[config.mk]
export PLATFORM = sky130hd
export DESIGN_NAME = fetch_queue
export DESIGN_NICKNAME = d
export VERILOG_FILES = /design/src/rtl/fetch_pkg.sv /design/src/rtl/fetch_fifo.sv /design/src/rtl/fetch_queue.sv
export SDC_FILE = /design/constraint.sdc
export NUM_CORES = 1
export LEC_CHECK = 0
export ABC_AREA = 1
export CAP_MARGIN = 20
export CELL_PAD_IN_SITES_DETAIL_PLACEMENT = 1
export CELL_PAD_IN_SITES_GLOBAL_PLACEMENT = 1
export CORE_UTILIZATION = 44
export CTS_CLUSTER_DIAMETER = 40
export DETAILED_ROUTE_END_ITERATION = 12
export GPL_TIMING_DRIVEN = 1
export PLACE_DENSITY = 0.88
export SLEW_MARGIN = 20
export SYNTH_ARGS = -nofsm -noshare
export SYNTH_HDL_FRONTEND = slang
export SYNTH_SLANG_ARGS = --single-unit
export TNS_END_PERCENT = 5
[constraint.sdc]
create_clock -name clk -period 11.5 [get_ports clk]
set_input_delay 3.45 -clock clk [delete_from_list [all_inputs] [get_ports clk]]
set_output_delay 3.45 -clock clk [all_outputs]
set_load 0.02 [all_outputs]
[src/rtl/fetch_pkg.sv]
// Shared sizing and entry layout for the instruction fetch queue.
package fetch_pkg;

  localparam int DEPTH   = 4;
  localparam int PC_W    = 32;
  localparam int IMEM_AW = 8;
  localparam int INSTR_W = 32;
  localparam int PTR_W   = $clog2(DEPTH);

  typedef struct packed {
    logic [PC_W-1:0]    pc;
    logic [INSTR_W-1:0] instr;
  } fetch_entry_t;

endpackage

[src/rtl/fetch_fifo.sv]
// Small synchronous FIFO of {pc, instr} entries with a clear that beats push/pop.
module fetch_fifo
  import fetch_pkg::*;
(
  input  logic             clk,
  input  logic             reset,
  input  logic             clear_i,
  input  logic             push_i,
  input  fetch_entry_t     push_data_i,
  input  logic             pop_i,
  output logic [PTR_W:0]   count_o,
  output fetch_entry_t     head_o
);

  fetch_entry_t     mem_q [DEPTH];
  logic [PTR_W-1:0] wr_ptr_q, wr_ptr_d;
  logic [PTR_W-1:0] rd_ptr_q, rd_ptr_d;
  logic [PTR_W:0]   count_q, count_d;
  logic             do_push, do_pop;

  always_comb begin
    do_push  = push_i && (count_q != (PTR_W+1)'(DEPTH));
    do_pop   = pop_i && (count_q != '0);
    wr_ptr_d = wr_ptr_q;
    rd_ptr_d = rd_ptr_q;
    count_d  = count_q;
    if (clear_i) begin
      wr_ptr_d = '0;
      rd_ptr_d = '0;
      count_d  = '0;
    end else begin
      if (do_push) wr_ptr_d = wr_ptr_q + PTR_W'(1);
      if (do_pop)  rd_ptr_d = rd_ptr_q + PTR_W'(1);
      case ({do_push, do_pop})
        2'b10:   count_d = count_q + (PTR_W+1)'(1);
        2'b01:   count_d = count_q - (PTR_W+1)'(1);
        default: count_d = count_q;
      endcase
    end
  end

  // Storage is cleared on reset so the head never shows X before the first write.
  always_ff @(posedge clk) begin
    if (reset) begin
      wr_ptr_q <= '0;
      rd_ptr_q <= '0;
      count_q  <= '0;
      for (int i = 0; i < DEPTH; i++) mem_q[i] <= '0;
    end else begin
      wr_ptr_q <= wr_ptr_d;
      rd_ptr_q <= rd_ptr_d;
      count_q  <= count_d;
      if (do_push && !clear_i) mem_q[wr_ptr_q] <= push_data_i;
    end
  end

  assign count_o = count_q;
  assign head_o  = mem_q[rd_ptr_q];

endmodule

[src/rtl/fetch_queue.sv]
// Fetch buffer: issues PC reads to the synchronous imem and queues {pc, instr} for decode.
module fetch_queue
  import fetch_pkg::*;
(
  input  logic               clk,
  input  logic               reset,
  input  logic [PC_W-1:0]    pc_in,
  input  logic               pc_valid,
  output logic               pc_ready,
  input  logic               flush,
  output logic               imem_en,
  output logic [IMEM_AW-1:0] imem_addr,
  input  logic [INSTR_W-1:0] imem_rdata,
  output logic               instr_valid,
  input  logic               instr_ready,
  output logic [INSTR_W-1:0] instr,
  output logic [PC_W-1:0]    instr_pc,
  output logic [15:0]        fetch_cnt
);

  logic            inflight_q, inflight_d;
  logic [PC_W-1:0] inflight_pc_q, inflight_pc_d;
  logic [15:0]     fetch_cnt_q, fetch_cnt_d;
  logic [PTR_W:0]  fifo_count;
  logic [PTR_W+1:0] credits_used;
  logic            accept, push, pop;
  fetch_entry_t    push_entry, head_entry;

  fetch_fifo u_fifo (
    .clk         (clk),
    .reset       (reset),
    .clear_i     (flush),
    .push_i      (push),
    .push_data_i (push_entry),
    .pop_i       (pop),
    .count_o     (fifo_count),
    .head_o      (head_entry)
  );

  // The in-flight read reserves a slot, so a returning word always has room.
  always_comb begin
    credits_used     = {1'b0, fifo_count} + {{(PTR_W+1){1'b0}}, inflight_q};
    pc_ready         = !reset && !flush && (credits_used < (PTR_W+2)'(DEPTH));
    accept           = pc_valid && pc_ready;
    instr_valid      = !reset && (fifo_count != '0);
    pop              = instr_valid && instr_ready && !flush;
    push             = inflight_q && !flush;
    push_entry.pc    = inflight_pc_q;
    push_entry.instr = imem_rdata;
    inflight_d       = accept;
    inflight_pc_d    = accept ? pc_in : inflight_pc_q;
    fetch_cnt_d      = pop ? fetch_cnt_q + 16'd1 : fetch_cnt_q;
  end

  always_ff @(posedge clk) begin
    if (reset) begin
      inflight_q    <= 1'b0;
      inflight_pc_q <= '0;
      fetch_cnt_q   <= '0;
    end else begin
      inflight_q    <= inflight_d;
      inflight_pc_q <= inflight_pc_d;
      fetch_cnt_q   <= fetch_cnt_d;
    end
  end

  assign imem_en   = accept;
  assign imem_addr = pc_in[IMEM_AW-1:0];
  assign instr     = head_entry.instr;
  assign instr_pc  = head_entry.pc;
  assign fetch_cnt = fetch_cnt_q;

endmodule
Yosys cells after proc, flatten, opt, wreduce, memory -nomap -nowiden:

Memory sizes are Yosys's and may differ from the RTL's. A register that Yosys moved wholly into a read port is not among the register bits.
Cells that the tools add are included.

* RAM bits: 256
* word-level logic and storage cells: 44
* output and inout bits: 91
* register bits: 56
* memories: 1
* bits of input ports: 69

* mux-type cells: 11
* reduce and logical (&&, ||, !) cells: 16
* add/sub/neg operators: 6
* eq/ne operators: 3
* order comparisons: 1

Memories
* u_fifo.mem_q: words 4, bits a word 64, read ports 1, clocked after Yosys merged registers in 1, write ports 4, line fetch_fifo.sv:15 `fetch_entry_t mem_q [DEPTH];`

Operators by type and width (count)
* 64-bit 2-to-1 mux: 1
* 64-bit OR reduction: 1
* 16-bit by 1-bit adder with 16-bit output, second input constant: 1
* 1-bit logical AND: 10
* 1-bit 2-to-1 mux: 6
* 2-bit 2-to-1 mux: 3
* 3-bit case mux with 2 select lines: 1
* 2-bit by 1-bit adder with 2-bit output, second input constant: 2
* 3-bit by 1-bit adder with 4-bit output: 1
* 4-bit by 3-bit less-than comparator with 1-bit output, second input constant: 1
* 3-bit by 1-bit adder with 3-bit output, second input constant: 1
* 3-bit != test, second input constant: 1
* 3-bit nonzero test: 1
* 3-bit by 1-bit subtractor with 3-bit output, second input constant: 1
* 2-bit by 1-bit == test with 1-bit output, second input constant: 1
* 2-bit == test, second input constant: 1
* 1-bit zero test: 2
* 2-bit nonzero test: 1
* 2-bit OR reduction: 1

Logic depth before layout (Yosys ltp):

* depth after elaboration: 9
* depth in mapped cells: 12
* mapped depth without buffers: 11

Modules after synthesis:

A second synthesis with hierarchy kept.

* cell total of the unflattened synthesis: 1339
* area, all modules: 13857.0 um^2

Modules (own cells, without submodules)
* fetch_fifo: cells an instance 1052, instances 1, area an instance 11707.5 um^2, seq. area each 7867.5 um^2
* fetch_queue: cells an instance 287, instances 1, area an instance 2149.6 um^2, seq. area each 980.9 um^2

Worst setup path after synthesis:

No wires, ideal clock.

* kind: input to register
* start: input port flush
* end: memory u_fifo.mem_q[3][0] in the netlist's numbering, enable pin
* data required time: 10.919 ns
* cell stages on the path: 3
* setup time: 0.581 ns
* arrival time: 8.434 ns
* path slack: 2.485 ns
* path buffers: 0
* cell sequence: inv_2 > nand3_1 > o31ai_1

RTL lines
* start: declaration: line fetch_queue.sv:10 `input logic flush,`
* end: declaration: line fetch_fifo.sv:15

Worst setup path after layout:

* start: input port reset
* end: output port imem_en

* longest elaborated chain between the ends: 4

Ends and longest elaborated chain
* start: declaration: line fetch_queue.sv:6 `input logic reset,`
* 1-bit zero test: line fetch_queue.sv:43 `pc_ready = !reset && !flush && (credits_used < (PTR_W+2)'(DEPTH));`
* 1-bit logical AND (2 in series): line fetch_queue.sv:43
* 1-bit logical AND: line fetch_queue.sv:44 `accept = pc_valid && pc_ready;`
* end: declaration: line fetch_queue.sv:11 `output logic imem_en,`

Every way passes these cells.

==> metrics.md <==
| Metric | Value |
|---|---|
| Post-route ant nets | `0` |
| Vias in the first global route | `about 11,000` |
| Clock Tree Root | `clkbuf_16` |
| #FFs+latches synth | `314` |
| Final hold viol count | `0` |
| Period utilisation layout | `80.5%` |
| Cell with the most instances after synthesis | `nor2_1` |
| CP max stage cell | `clkdlybuf4s50_1` |
| CP Buf/Inv Count | `4` |
| WP data arrival | `approximately 5.8 ns` |
| RSZ-0062 raised after global routing | `false` |
| Synth Cell Area | `about 14,000 sq um` |
| Worst Hold Slack | `0.478 ns` |
| Post-synthesis sequential area ratio | `roughly 65%` |
| Longest Clk Path Bufs | `3` |
| Kind of critical path | `in -> out` |
| Hold_buf cts | `0` |
| Post-CTS sizing | `0` |
| Switching power total | `around 600 uW` |
| 1st-pass router iterations | `5` |
| Via density | `approximately 5.5` |
| Clk sinks | `roughly 310` |
| Overall Global Routing Usage | `around a quarter` |
| Top-level I/O count | `160` |
| Synth Instances | `about 1,300` |
| Synth Flop Type | `edfxtp_1` |
| Outcome | `complete, no violations` |
| Synthesized area per cell | `10.4 sq um` |
| Top cell type's share of synthesized area | `between 50% and 60%` |
| Post-synth EDFFs | `roughly 260` |
| Antenna violations before repair | `0` |
| Synth top area cells | `edfxtp_1 56%, nor2_1 9.1%, dfxtp_1 8.5%, o21ai_0 6.0%, inv_1 3.2%` |
| Sequential power share | `~46%` |
| Clk slew on worst S/H paths | `0.06 ns` |
| Die Wd | `178 um` |
| Setup Fix Bufs, Post-CTS | `0` |
| Maxcap violations | `0` |
| RePlAce Congestion | `between 0.8 and 0.9` |
| Port bufs | `roughly 160` |
| Layout cells sized above 1 | `between 10 and 15%` |
| Row cnt | `64` |
| Initial Util | `44.7%` |
| Maximum fanout along the worst path | `62` |
| DRT iter0 DRCs | `747` |
| Vias post-DR | `slightly above 10,000` |
| H-tree Lvls | `2` |
| Pwr dens | `approximately 170 nW/um^2` |
| Relative slew slack | `about a quarter` |
| Routed WL per cell | `roughly 21 um` |
| Number of CTS-inserted buffers | `43` |
| Nets@finish | `between 1,500 and 2,000` |
| Crit. End Element | `output pin` |
| CP most frequent cell | `clkdlybuf4s50_1` |
| Setup violators final | `0` |
| Worst Skew | `roughly 0.020 ns` |
| Synthesis warning total | `0` |
| Largest net degree at the start of global routing | `89` |
| Dpl hpwl | `about 22 mm` |
| Worst min path class | `reg -> reg` |
| Ant. Diodes | `0` |
| Worst-margin pin slew | `between 1 and 1.5 ns` |
| Crit path time final | `roughly 9.3 ns` |
| Top cells by count, synth | `332 x nor2_1, 256 x edfxtp_1, 164 x o21ai_0, 117 x inv_1, 83 x nand2_1` |
| Ys async rst share | `0%` |
| Yosys cell types | `35` |
| Maximum clock frequency | `roughly 110 MHz` |
| Core Area | `between 30,000 and 40,000 sq um` |
| Internal | `~2.2 mW` |
| Switching share of power | `between 20% and 30%` |
| Syn nets | `roughly 1,400` |
| CP cell instances | `clkdlybuf4s50_1 > nor2_8 > nand4_2 > buf_4 > inv_1 > clkdlybuf4s50_1` |
| Area grow syn2layout | `23.8%` |
| Critical Path RT | `between 8 and 9 ns` |
| Clk Latency, worst-skew pair | `about 0.54 ns` |
| Slew Limit Fails | `0` |
| CTS tree | `yes` |
| First-pass GRT wire length | `about 60 mm` |
| Critical path's top delay family | `buffers and inverters` |
| Total negative slack | `0 ns` |
| Clock share of power | `about 50%` |
| Slowest stage delay, CP | `around 0.8 ns` |
| GRT overflow | `0` |
| Comb pwr share | `slightly above 5%` |
| Startpoint Class | `input pin` |
| Residual DRC | `0` |
| Die area | `31,700 sq um` |
| DIE HEIGHT | `around 180 um` |
| Area leader, netlist | `edfxtp_1` |
| DRT Wirelength | `roughly 40 mm` |
| Peak supply drop | `0.0994 mV` |
| Leakage | `around 6.7 nW` |
per-layer routing:
metal | track usage (%) | vias up | wire length (um)
met2 | 45.6 | 359 | 20700
li1 | - | 4684 | -
met4 | 9.76 | 0 | 1150
met5 | 0 | - | 0
met3 | 3.99 | 89 | 2100
met1 | 30.4 | 5245 | 16000
power by group through the flow:
stage	clock network, mW	logic [mW]	registers, mW
after floorplan	0	0.0663	1.30
after global placement	0	0.137	1.30
after detailed placement	0	0.140	1.30
after CTS	1.39	0.143	1.28
after global routing	1.44	0.150	1.28
final	1.38	0.142	1.28
cell type report:
class | instances | area (sq um)
Tap cell | 396 | 495
Clock inverter | 25 | 318
Clock buffer | 53 | 1170
Sequential cell | 314 | 8850
Fill cell | 3247 | 13600
Multi-Input combinational cell | 789 | 3880
Timing Repair Buffer | 173 | 1700
Inverter | 123 | 469
tightest hold or removal path, cell delays in order (launching register included):
cell and delay, ns:
dfxtp_1 0.31, inv_1 0.07, a21oi_1 0.06
cell usage in the layout (no fill, tap or decap), types with 45 or more instances in the layout:
master,Yosys,layout
nand2_1,83,82
edfxtp_1,256,256
clkbuf_16,0,45
inv_1,117,114
a21oi_1,47,47
nor2_1,332,332
o21ai_0,164,162
clkdlybuf4s50_1,0,159
o22ai_1,64,64
dfxtp_1,58,56
state kept, by name, summed over array words and instances (netlist names), named ones only:
signal           cells
u_fifo.count_o       3
fetch_cnt           16
u_fifo.rd_ptr_q      2
u_fifo.mem_q       256
u_fifo.wr_ptr_q      2
inflight_pc_q       32
inflight_q           1
through the flow:
step           util, %  cells  setup WS (ns)  cell area [sq um]  power (mW)
2_1_floorplan        -   1314           2.48              13600        1.37
3_3_place_gp      50.5   1795           2.29              15400        1.44
3_5_place_dp      50.5   1795           2.25              15400        1.44
4_1_cts           55.3   1873           2.23              16900        2.82
5_1_grt           55.3   1873           2.12              16900        2.87
6_report          55.3   1873           2.24              16900        2.80
kinds of logic after synthesis:
kind of cell    count (synthesis)  synth area share, %
fa+ha+maj                       3                0.330
simple gates                  501                 16.6
flops                         314                 64.9
buf+inv                       211                 6.98
xor+xnor                        2                0.128
compound gates                283                 11.1
path summary, 6_finish.rpt:
path / start / to / slack (ns) / cells past startpoint
max: reset / imem_en / 2.24 / 6
min: inflight_pc_q[14]$_SDFFE_PP0P_ / inflight_pc_q[14]$_SDFFE_PP0P_ / 0.48 / 2
max reg2reg: u_fifo.wr_ptr_q[0]$_SDFFE_PP0P_ / u_fifo.mem_q[1][24]$_SDFFCE_PN0P_ / 8.38 / 6
min reg2reg: inflight_pc_q[14]$_SDFFE_PP0P_ / inflight_pc_q[14]$_SDFFE_PP0P_ / 0.48 / 2
Power figures use the tool's default switching activity.
